--- src/rtl/pll_lock_sequencer.sv ---
// pll_lock_sequencer
// Brings up an iCE40 PLL from the board reference clock: pulses RESETB, waits
// for LOCK, qualifies it as stable, then releases the downstream system reset.
// Supervises lock while running and relocks on loss, with bounded retries and
// a sticky fault.
//
// Optional feature macro: PLL_SEQ_DYNDELAY_EN
//   When defined, a 4-phase cfg_req/cfg_ack handshake loads a new DYNAMICDELAY
//   value and forces a full relock around the change. When undefined the
//   handshake is inert: cfg_ack=0 and pll_dyndelay=0.

module pll_lock_sequencer #(
    parameter int RESET_CYCLES  = 16,
    parameter int LOCK_TIMEOUT  = 4096,
    parameter int STABLE_CYCLES = 256,
    parameter int MAX_RETRIES   = 3
) (
    input  logic       clk,
    input  logic       reset,
    input  logic       pll_lock,
    input  logic       restart,
    input  logic       cfg_req,
    input  logic [7:0] cfg_delay,
    output logic       pll_resetb,
    output logic [7:0] pll_dyndelay,
    output logic       sys_reset,
    output logic       locked,
    output logic       fault,
    output logic [3:0] retry_count,
    output logic       cfg_ack
);

    // The single shared counter must reach (largest duration - 1).
    localparam int CNT_MAX_P =
        (RESET_CYCLES > LOCK_TIMEOUT)
            ? ((RESET_CYCLES > STABLE_CYCLES) ? RESET_CYCLES : STABLE_CYCLES)
            : ((LOCK_TIMEOUT > STABLE_CYCLES) ? LOCK_TIMEOUT : STABLE_CYCLES);
    localparam int CNT_W = (CNT_MAX_P > 1) ? $clog2(CNT_MAX_P) : 1;

    localparam logic [CNT_W-1:0] CNT_SAT      = {CNT_W{1'b1}};
    localparam logic [CNT_W-1:0] RESET_LAST   = CNT_W'(RESET_CYCLES - 1);
    localparam logic [CNT_W-1:0] TIMEOUT_LAST = CNT_W'(LOCK_TIMEOUT - 1);
    localparam logic [CNT_W-1:0] STABLE_LAST  = CNT_W'(STABLE_CYCLES - 1);
    localparam logic [3:0]       RETRY_LIMIT  = 4'(MAX_RETRIES);

    typedef enum logic [2:0] {
        S_RESET     = 3'd0,
        S_WAIT_LOCK = 3'd1,
        S_STABLE    = 3'd2,
        S_RUN       = 3'd3,
        S_FAULT     = 3'd4
    } state_t;

    state_t           state_reg;
    state_t           state_next;
    logic [CNT_W-1:0] counter_reg;
    logic             clear_cnt;
    logic [3:0]       retry_reg;
    logic [3:0]       retry_next;
    logic             attempt_failed;

    logic             lock_meta_reg;
    logic             lock_s_reg;

    logic             pll_resetb_reg;
    logic             sys_reset_reg;
    logic             locked_reg;
    logic             fault_reg;

    // cfg_take: a config request may be accepted this cycle (RUN only).
    // cfg_accept: the FSM actually took it (nothing of higher priority won).
    logic             cfg_take;
    logic             cfg_accept;

    // Two-flop synchroniser for the asynchronous PLL LOCK output.
    always_ff @(posedge clk or posedge reset) begin
        if (reset) begin
            lock_meta_reg <= 1'b0;
            lock_s_reg    <= 1'b0;
        end else begin
            lock_meta_reg <= pll_lock;
            lock_s_reg    <= lock_meta_reg;
        end
    end

    // Next-state, retry accounting and config acceptance; restart wins over
    // everything inside the FSM, lock loss wins over a config request.
    always_comb begin
        state_next     = state_reg;
        retry_next     = retry_reg;
        clear_cnt      = 1'b0;
        cfg_accept     = 1'b0;
        attempt_failed = 1'b0;

        if (restart) begin
            state_next = S_RESET;
            retry_next = 4'd0;
            clear_cnt  = 1'b1;
        end else begin
            case (state_reg)
                S_RESET: begin
                    if (counter_reg == RESET_LAST) begin
                        state_next = S_WAIT_LOCK;
                    end
                end
                S_WAIT_LOCK: begin
                    if (lock_s_reg) begin
                        state_next = S_STABLE;
                    end else if (counter_reg == TIMEOUT_LAST) begin
                        attempt_failed = 1'b1;
                    end
                end
                S_STABLE: begin
                    if (!lock_s_reg) begin
                        attempt_failed = 1'b1;
                    end else if (counter_reg == STABLE_LAST) begin
                        state_next = S_RUN;
                    end
                end
                S_RUN: begin
                    if (!lock_s_reg) begin
                        state_next = S_RESET;
                        retry_next = 4'd0;
                    end else if (cfg_take) begin
                        state_next = S_RESET;
                        retry_next = 4'd0;
                        cfg_accept = 1'b1;
                    end
                end
                S_FAULT: begin
                    state_next = S_FAULT;
                end
                default: begin
                    state_next = S_RESET;
                end
            endcase

            // A failed attempt either retries from S_RESET or gives up.
            if (attempt_failed) begin
                if (retry_reg >= RETRY_LIMIT) begin
                    state_next = S_FAULT;
                end else begin
                    state_next = S_RESET;
                    retry_next = (retry_reg != 4'hF) ? retry_reg + 4'd1 : retry_reg;
                end
            end
        end

        if (state_next != state_reg) begin
            clear_cnt = 1'b1;
        end
    end

    // State and retry registers.
    always_ff @(posedge clk or posedge reset) begin
        if (reset) begin
            state_reg <= S_RESET;
            retry_reg <= 4'd0;
        end else begin
            state_reg <= state_next;
            retry_reg <= retry_next;
        end
    end

    // Shared duration counter: cleared on every state change, saturates.
    always_ff @(posedge clk or posedge reset) begin
        if (reset) begin
            counter_reg <= '0;
        end else if (clear_cnt) begin
            counter_reg <= '0;
        end else if (counter_reg != CNT_SAT) begin
            counter_reg <= counter_reg + CNT_W'(1);
        end
    end

    // Outputs are decoded from the next state so they change on the same
    // edge as the state itself (lock loss shows on sys_reset 3 edges after
    // pll_lock falls: two sync flops plus the transition edge).
    always_ff @(posedge clk or posedge reset) begin
        if (reset) begin
            pll_resetb_reg <= 1'b0;
            sys_reset_reg  <= 1'b1;
            locked_reg     <= 1'b0;
            fault_reg      <= 1'b0;
        end else begin
            pll_resetb_reg <= (state_next == S_WAIT_LOCK) ||
                              (state_next == S_STABLE)    ||
                              (state_next == S_RUN);
            sys_reset_reg  <= (state_next != S_RUN);
            locked_reg     <= (state_next == S_RUN);
            fault_reg      <= (state_next == S_FAULT);
        end
    end

    assign pll_resetb  = pll_resetb_reg;
    assign sys_reset   = sys_reset_reg;
    assign locked      = locked_reg;
    assign fault       = fault_reg;
    assign retry_count = retry_reg;

`ifdef PLL_SEQ_DYNDELAY_EN
    logic [7:0] dyndelay_reg;
    logic       cfg_ack_reg;
    // cfg_busy_reg: a request was accepted and its relock has not reached RUN.
    logic       cfg_busy_reg;

    // Only a fresh request (ack low, nothing in flight) is taken, in RUN.
    assign cfg_take = (state_reg == S_RUN) && cfg_req && !cfg_ack_reg && !cfg_busy_reg;

    // Delay register and 4-phase handshake; fault or restart cancels an
    // in-flight request so it is re-taken from RUN while cfg_req stays high.
    always_ff @(posedge clk or posedge reset) begin
        if (reset) begin
            dyndelay_reg <= 8'd0;
            cfg_ack_reg  <= 1'b0;
            cfg_busy_reg <= 1'b0;
        end else if (restart || (state_next == S_FAULT)) begin
            cfg_ack_reg  <= 1'b0;
            cfg_busy_reg <= 1'b0;
        end else if (cfg_accept) begin
            dyndelay_reg <= cfg_delay;
            cfg_busy_reg <= 1'b1;
        end else if (cfg_busy_reg && (state_next == S_RUN) && (state_reg != S_RUN)) begin
            cfg_ack_reg  <= 1'b1;
            cfg_busy_reg <= 1'b0;
        end else if (cfg_ack_reg && !cfg_req) begin
            cfg_ack_reg  <= 1'b0;
        end
    end

    assign pll_dyndelay = dyndelay_reg;
    assign cfg_ack      = cfg_ack_reg;
`else
    // Feature disabled: handshake inputs are deliberately ignored.
    logic cfg_unused;

    assign cfg_take     = 1'b0;
    assign cfg_unused   = ^{cfg_req, cfg_delay, cfg_accept};
    assign pll_dyndelay = 8'd0;
    assign cfg_ack      = 1'b0;
`endif

endmodule

--- config.mk ---
export PLATFORM = sky130hd
export DESIGN_NAME = pll_lock_sequencer
export DESIGN_NICKNAME = d
export VERILOG_FILES = /design/src/rtl/pll_lock_sequencer.sv
export SDC_FILE = /design/constraint.sdc
export NUM_CORES = 1
export LEC_CHECK = 0
export ABC_AREA = 1
export ABC_CLOCK_PERIOD_IN_PS = 2680
export BUFFER_PORTS_ARGS = -buffer_cell sky130_fd_sc_hd__clkbuf_2
export CAP_MARGIN = 20
export CORE_AREA = 2 2 60 62
export DETAILED_ROUTE_END_ITERATION = 16
export DIE_AREA = 0 0 62 64
export GPL_ROUTABILITY_DRIVEN = 0
export PLACE_DENSITY = 0.75
export SYNTH_ARGS = -nofsm -noshare
export SYNTH_HDL_FRONTEND = slang
export SYNTH_SLANG_ARGS = --single-unit
--- constraint.sdc ---
create_clock -name clk -period 2.68 [get_ports clk]
set_input_delay 0.402 -clock clk [delete_from_list [all_inputs] [get_ports clk]]
set_output_delay 0.402 -clock clk [all_outputs]
set_load 0.1 [all_outputs]
==> impl_metrics.env, run 1 <==
export IMPL_p_per_area_nw_per_um2=433
export IMPL_via_per_inst=4.71
export IMPL_setup_tns_ns=0
export IMPL_period_share_pct=68.9
export IMPL_cts_tree="done"
export IMPL_worst_setup_path_end_kind="register"
export IMPL_postRouteAntennaNets=0
export IMPL_fin_skew_ns=0.00399
export IMPL_drt_iter0_drc=42
export IMPL_ys_top_cells_by_count="28 x nand2_1, 25 x inv_1, 25 x nor2_1"
export IMPL_synth_edf_count=0
export IMPL_critPathMaxFanout=12
export IMPL_insertion_delay_ns=0.33
export IMPL_io_buffers=11
export IMPL_crit_slowest_cell="dfrtp_1"
export IMPL_avgSynthCellArea_um2=7.94
export IMPL_dp_hpwl_um=1690
export IMPL_start_util_pct=43.0
export IMPL_min_path_cells=1
export IMPL_wl_per_cell_um=9.70
export IMPL_synth_most_common_cell="nand2_1"
export IMPL_worstPathRequired_ns=2.94
export IMPL_final_layout_size_suffix_gt1_share_pct=18.8
export IMPL_grt_usage_pct=13.3
export IMPL_synth_area_um2=1410
export IMPL_cts_path_max_buffers=2
export IMPL_post_place_cells=233
export IMPL_drc_errors=0
export IMPL_syn_to_final_growth_pct=6.64
export IMPL_ctsHoldBuffers=0
export IMPL_relSlewSlack_pct=39.2
export IMPL_peakVddDrop_mv=0.156
export IMPL_timing_hold_ws_ns=0.171
export IMPL_finalHoldViolations=0
export IMPL_grt_pass1_wl_um=4020
export IMPL_cts_root_buf="clkbuf_4"
export IMPL_cp_num_cells=11
export IMPL_critPathMostFrequentCell="nor2_1"
export IMPL_status="finished clean"
export IMPL_report_final_slew_viol_count=0
export IMPL_grt_max_degree=26
export IMPL_num_rows=21
export IMPL_synth_top_area_share_pct=42.5
export IMPL_fmax_mhz=542
export IMPL_worst_path_largest_cell_delay_ns=0.40
export IMPL_grt_pass1_vias=935
export IMPL_cts_resized=0
export IMPL_post_cts_setup_buffer_count=0
export IMPL_yosys_register_bits=25
export IMPL_layout_min_cycle_time_ns=1.85
export IMPL_yosysWarnings=0
export IMPL_clock_sinks=25
export IMPL_dieWidth_um=62
export IMPL_cts_clk_slew_worst_paths_ns=0.14
export IMPL_hold_class="input port to register"
export IMPL_drt_pass1_iterations=4
export IMPL_cts_made_buffers=3
export IMPL_setup_viol=0
export IMPL_ys_top_cells_by_area="dfrtp_1 43%, nand2_1 7.4%, inv_1 6.6%"
export IMPL_rr_worst_depth=11
export IMPL_leakage_nw=0.692
export IMPL_dieArea_um2=3970
export IMPL_worstPathArrival_ns=2.11
export IMPL_wl_um=2300
export IMPL_vias=1117
export IMPL_coreArea_um2=3280
export IMPL_fill_cells=335
export IMPL_syn_inst=178
export IMPL_cp_top_family="simple AND/OR/NAND/NOR gates"
export IMPL_cap_violations=0
export IMPL_largest_reg_flops=12
export IMPL_finalNetCount=207
export IMPL_yosysTopAreaCell="dfrtp_1"
export IMPL_worst_pin_slew_ns=0.911
export IMPL_cp_start_kind="register"
export IMPL_die_y_um=64
export IMPL_fin_cells=237
export IMPL_rsz0062_at_grt="false"
export IMPL_ios=30
export IMPL_ctsHtreeMaxLevel=1
export IMPL_ys_types=26
export IMPL_grt_ovfl_total=0
export IMPL_path_buf_inv=1
export IMPL_setup_worst_path_class="register to register"
export IMPL_yosysSeqAreaShare_pct=44.4
export IMPL_synthFlopType="dfrtp_1"
export IMPL_antenna_found_initial=0
export IMPL_cp_cell_sequence="ha_1, nand2_1, nor2_4, inv_2, nor2_1, nor2_1, nor2_4, nand2_2, nand2_1, nand3_2, nor2_1"
export IMPL_ys_async_sr_fraction_pct=100
export IMPL_n_antenna_cell=0
==> report_power, final <==
| part | switching, mW | total [mW] | leakage, nW | internal [mW] |
|---|---|---|---|---|
| logic | 0.0794 | 0.0897 | 0.339 | 0.0102 |
| registers | 0.00426 | 0.387 | 0.339 | 0.383 |
| clock network | 0.119 | 0.177 | 0.0139 | 0.0572 |
==> logic make-up after synthesis <==
group | after synthesis | synth area share [%]
other | 1 | 0.265
flip-flops | 25 | 44.4
AO/OA/AOI/OAI | 13 | 5.05
AND/OR/NAND/NOR | 94 | 32.1
adder cells (fa/ha/maj) | 2 | 1.77
buffers and inverters | 37 | 12.8
XOR/XNOR | 6 | 3.72
==> worst paths after layout <==
kind,slack [ns],endpoint,start
worst max-delay path,0.83,counter_reg[10],counter_reg[1]
worst min-delay path,0.17,lock_meta_reg,pll_lock
worst max register to register,0.83,counter_reg[10],counter_reg[1]
worst min register to register,0.37,lock_s_reg,lock_meta_reg
max in group asynchronous,1.90,fault,reset
min in group asynchronous,0.23,counter_reg[4],reset
==> routing by layer <==
| layer | global-route usage [%] | vias to the layer above | part of all wire, % |
|---|---|---|---|
| met5 | 0 | - | 0 |
| met4 | 5.59 | 0 | 1.7 |
| met3 | 2.43 | 5 | 3.7 |
| met2 | 19.3 | 24 | 47 |
| met1 | 19.0 | 525 | 47 |
| li1 | - | 563 | - |
==> per-stage QoR <==
stage	setup slack (ns)	area, µm²	total power, mW	util (%)
final	0.833	1510	0.653	45.9
after global placement	0.851	1480	0.484	45.0
after CTS	0.811	1510	0.659	45.9
after detailed placement	0.826	1480	0.484	45.0
after global routing	0.614	1510	0.684	45.9
after floorplan	0.961	1440	0.487	-
==> placed cells by master (no fill, tap or decap), types with 2 or more instances in the layout <==
master    instances
dfrtp_1          24
clkbuf_4          3
nand2_2           3
clkbuf_2         11
inv_1            25
ha_1              2
nor3_1            6
a21oi_1           3
nand2_1          28
nor2_1           25
inv_2             2
nor2_2           11
nand3_1          12
nand4_1           3
nor2_4            2
xor2_1            5
o21ai_0           8
conb_1            9
==> area by class of cell <==
class / instances / area, µm² / area share (%)
Clock buffer: 3 / 22.5 / 1.50
Clock inverter: 1 / 7.51 / 0.498
Inverter: 27 / 101 / 6.73
Multi-Input combinational cell: 124 / 636 / 42.2
Sequential cell: 25 / 627 / 41.6
Tap cell: 46 / 57.6 / 3.82
Timing Repair Buffer: 11 / 55.1 / 3.65
Note: power is estimated with default switching activity, not from simulation.
==> run 2, diff against run 1 <==
--- a/config.mk
+++ b/config.mk
@@ -6,14 +6,14 @@
 export NUM_CORES = 1
 export LEC_CHECK = 0
 export ABC_AREA = 1
-export ABC_CLOCK_PERIOD_IN_PS = 2680
+export ABC_CLOCK_PERIOD_IN_PS = 1600
 export BUFFER_PORTS_ARGS = -buffer_cell sky130_fd_sc_hd__clkbuf_2
 export CAP_MARGIN = 20
 export CORE_AREA = 2 2 60 62
 export DETAILED_ROUTE_END_ITERATION = 16
 export DIE_AREA = 0 0 62 64
 export GPL_ROUTABILITY_DRIVEN = 0
-export PLACE_DENSITY = 0.75
+export PLACE_DENSITY = 0.77
 export SYNTH_ARGS = -nofsm -noshare
 export SYNTH_HDL_FRONTEND = slang
 export SYNTH_SLANG_ARGS = --single-unit
==> constraint.sdc (replaced) <==
create_clock -name clk -period 1.6 [get_ports clk]
set_input_delay 0.24 -clock clk [delete_from_list [all_inputs] [get_ports clk]]
set_output_delay 0.24 -clock clk [all_outputs]
set_load 0.1 [all_outputs]
==> run 2 against run 1 <==
Effect of this change:
- count of clock-buffer cells in the layout stayed put
- final area increased by 20%
- total power increased by 75%
- setup slack worse by 0.86 ns
- sequential share of layout area fell by 6.6 points
- the run now ends with negative setup slack left
- non-clock buffer count grew 21
==> impl_metrics.env, run 2 (same netlist as run 1, synthesis figures left out) <==
export IMPL_rr_worst_depth=12
export IMPL_cts_made_buffers=3
export IMPL_status="complete, but fails checks"
export IMPL_setup_viol=12
export IMPL_grt_pass1_wl_um=4670
export IMPL_drt_iter0_drc=50
export IMPL_layout_common_cells="25 x nand2_1, 24 x inv_1, 19 x nor2_1, 19 x dfrtp_1, 17 x buf_4"
export IMPL_cts_clk_slew_worst_paths_ns=0.15
export IMPL_critPathMaxFanout=6
export IMPL_vias=1206
export IMPL_fin_cells=258
export IMPL_largest_reg_flops=12
export IMPL_num_rows=21
export IMPL_dp_hpwl_um=1800
export IMPL_final_util_pct=55.1
export IMPL_final_common_cell="nand2_1"
export IMPL_worstPathArrival_ns=1.89
export IMPL_setup_tns_ns=-0.144
export IMPL_min_path_cells=2
export IMPL_die_y_um=64
export IMPL_worstPathRequired_ns=1.86
export IMPL_p_total_mw=1.14
export IMPL_leakage_nw=0.811
export IMPL_finalNetCount=228
export IMPL_fill_cells=277
export IMPL_dpl_instance_area_um2=1560
export IMPL_cp_start_kind="register"
export IMPL_io_buffers=11
export IMPL_p_per_area_nw_per_um2=632
export IMPL_hold_class="input port to register"
export IMPL_fin_skew_ns=0.0199
export IMPL_worst_path_largest_cell_delay_ns=0.39
export IMPL_pre_cts_ws_ns=-0.0497
export IMPL_grt_pass1_vias=1148
export IMPL_coreArea_um2=3280
export IMPL_insertion_delay_ns=0.33
export IMPL_fmax_mhz=615
export IMPL_cp_cell_sequence="ha_2, nand2_2, nor2_4, inv_2, nor2_2, nor2_2, nor2_4, nand2_2, nand2_2, nand3_4, buf_12, nor2_1"
export IMPL_via_per_inst=4.67
export IMPL_timing_hold_ws_ns=0.129
export IMPL_n_antenna_cell=0
export IMPL_setup_worst_path_class="register to register"
export IMPL_wl_um=2640
export IMPL_dieWidth_um=62
export IMPL_peakVddDrop_mv=0.423
export IMPL_antenna_found_initial=0
export IMPL_ctsHtreeMaxLevel=1
export IMPL_rsz0062_at_grt="true"
export IMPL_worst_pin_slew_ns=0.539
export IMPL_wl_per_cell_um=10.2
export IMPL_relSlewSlack_pct=64.2
export IMPL_clock_sinks=25
export IMPL_design_area_um2=1810
export IMPL_ios=30
export IMPL_grt_ovfl_total=0
export IMPL_fin_ws_ns=-0.0269
export IMPL_crit_slowest_cell="dfrtp_1"
export IMPL_drt_pass1_iterations=4
export IMPL_post_place_cells=242
export IMPL_report_final_slew_viol_count=0
export IMPL_grt_usage_pct=15.4
export IMPL_layout_min_cycle_time_ns=1.63
export IMPL_critPathMostFrequentCell="nand2_2"
export IMPL_final_layout_size_suffix_gt1_share_pct=35.8
export IMPL_finalHoldViolations=0
export IMPL_violations="negative setup slack"
export IMPL_syn_to_final_growth_pct=28.1
export IMPL_start_util_pct=43.0
export IMPL_drc_errors=0
export IMPL_cap_violations=0
export IMPL_dieArea_um2=3970
export IMPL_grt_max_degree=26
export IMPL_cts_root_buf="clkbuf_4"
export IMPL_postRouteAntennaNets=0
export IMPL_cts_tree="done"
export IMPL_cts_path_max_buffers=2
export IMPL_worst_setup_path_end_kind="register"
export IMPL_period_share_pct=102
==> run 2: changes by cell type in the layout (fill, tap and decap cells not counted), sizes merged <==
cell and delta:
buf +20, dlygate4sd3 +2, clkbuf -1, clkinvlp -1, inv +1
==> run 2: layout make-up <==
cell class                 count  area, µm²  area share (%)
clock inverter                 1       8.76           0.484
timing repair buffer          32        250            13.8
sequential                    25        633            35.0
multi-input combinational    124        736            40.7
clock buffer                   3       22.5            1.24
inverter                      27        101            5.60
tap                           46       57.6            3.18
==> run 2: worst paths after layout <==
| kind | slack, ns | start | end |
|---|---|---|---|
| max | -0.03 | counter_reg[1] | counter_reg[10] |
| min | 0.13 | restart | retry_count[1] |
| max reg2reg | -0.03 | counter_reg[1] | counter_reg[10] |
| min reg2reg | 0.37 | lock_meta_reg | lock_s_reg |
| max in group asynchronous | 0.86 | reset | counter_reg[8] |
| min in group asynchronous | 0.45 | reset | state_reg[0] |
==> run 2: layer usage <==
metal / global-route usage (%) / share of wire [%] / vias to the layer above / wire [µm]
li1: - / - / 612 / -
met1: 19.7 / 45 / 569 / 1190
met2: 25.3 / 51 / 23 / 1340
met3: 4.25 / 3.4 / 2 / 89
met4: 3.99 / 1.0 / 0 / 27
met5: 0 / 0 / - / 0
==> run 2: what timing repair did <==
| item | 4_1_cts | 5_1_grt |
|---|---|---|
| cloned | 1 | 0 |
| setup endpoints to repair | 12 | 20 |
| gates resized for setup | 10 | 22 |
| pin swaps | 5 | 6 |
| setup buffers | 2 | 7 |
| hold buffers | 2 | 0 |
| hold endpoints to repair | 25 | 0 |
==> run 2: critical path, delay by kind of cell, from the launching register on <==
family / cells / cell delay (ns)
AND/OR/NAND/NOR: 9 / 0.74
buffers and inverters: 2 / 0.21
flip-flops: 1 / 0.39
adder cells (fa/ha/maj): 1 / 0.19
==> run 2: where the power goes <==
group | internal [mW] | switching (mW) | total [mW] | leakage (nW)
Sequential | 0.641 | 0.00682 | 0.648 | 0.331
Clock | 0.102 | 0.202 | 0.304 | 0.0183
Combinational | 0.0429 | 0.149 | 0.192 | 0.462
Total | 0.786 | 0.358 | 1.14 | 0.811
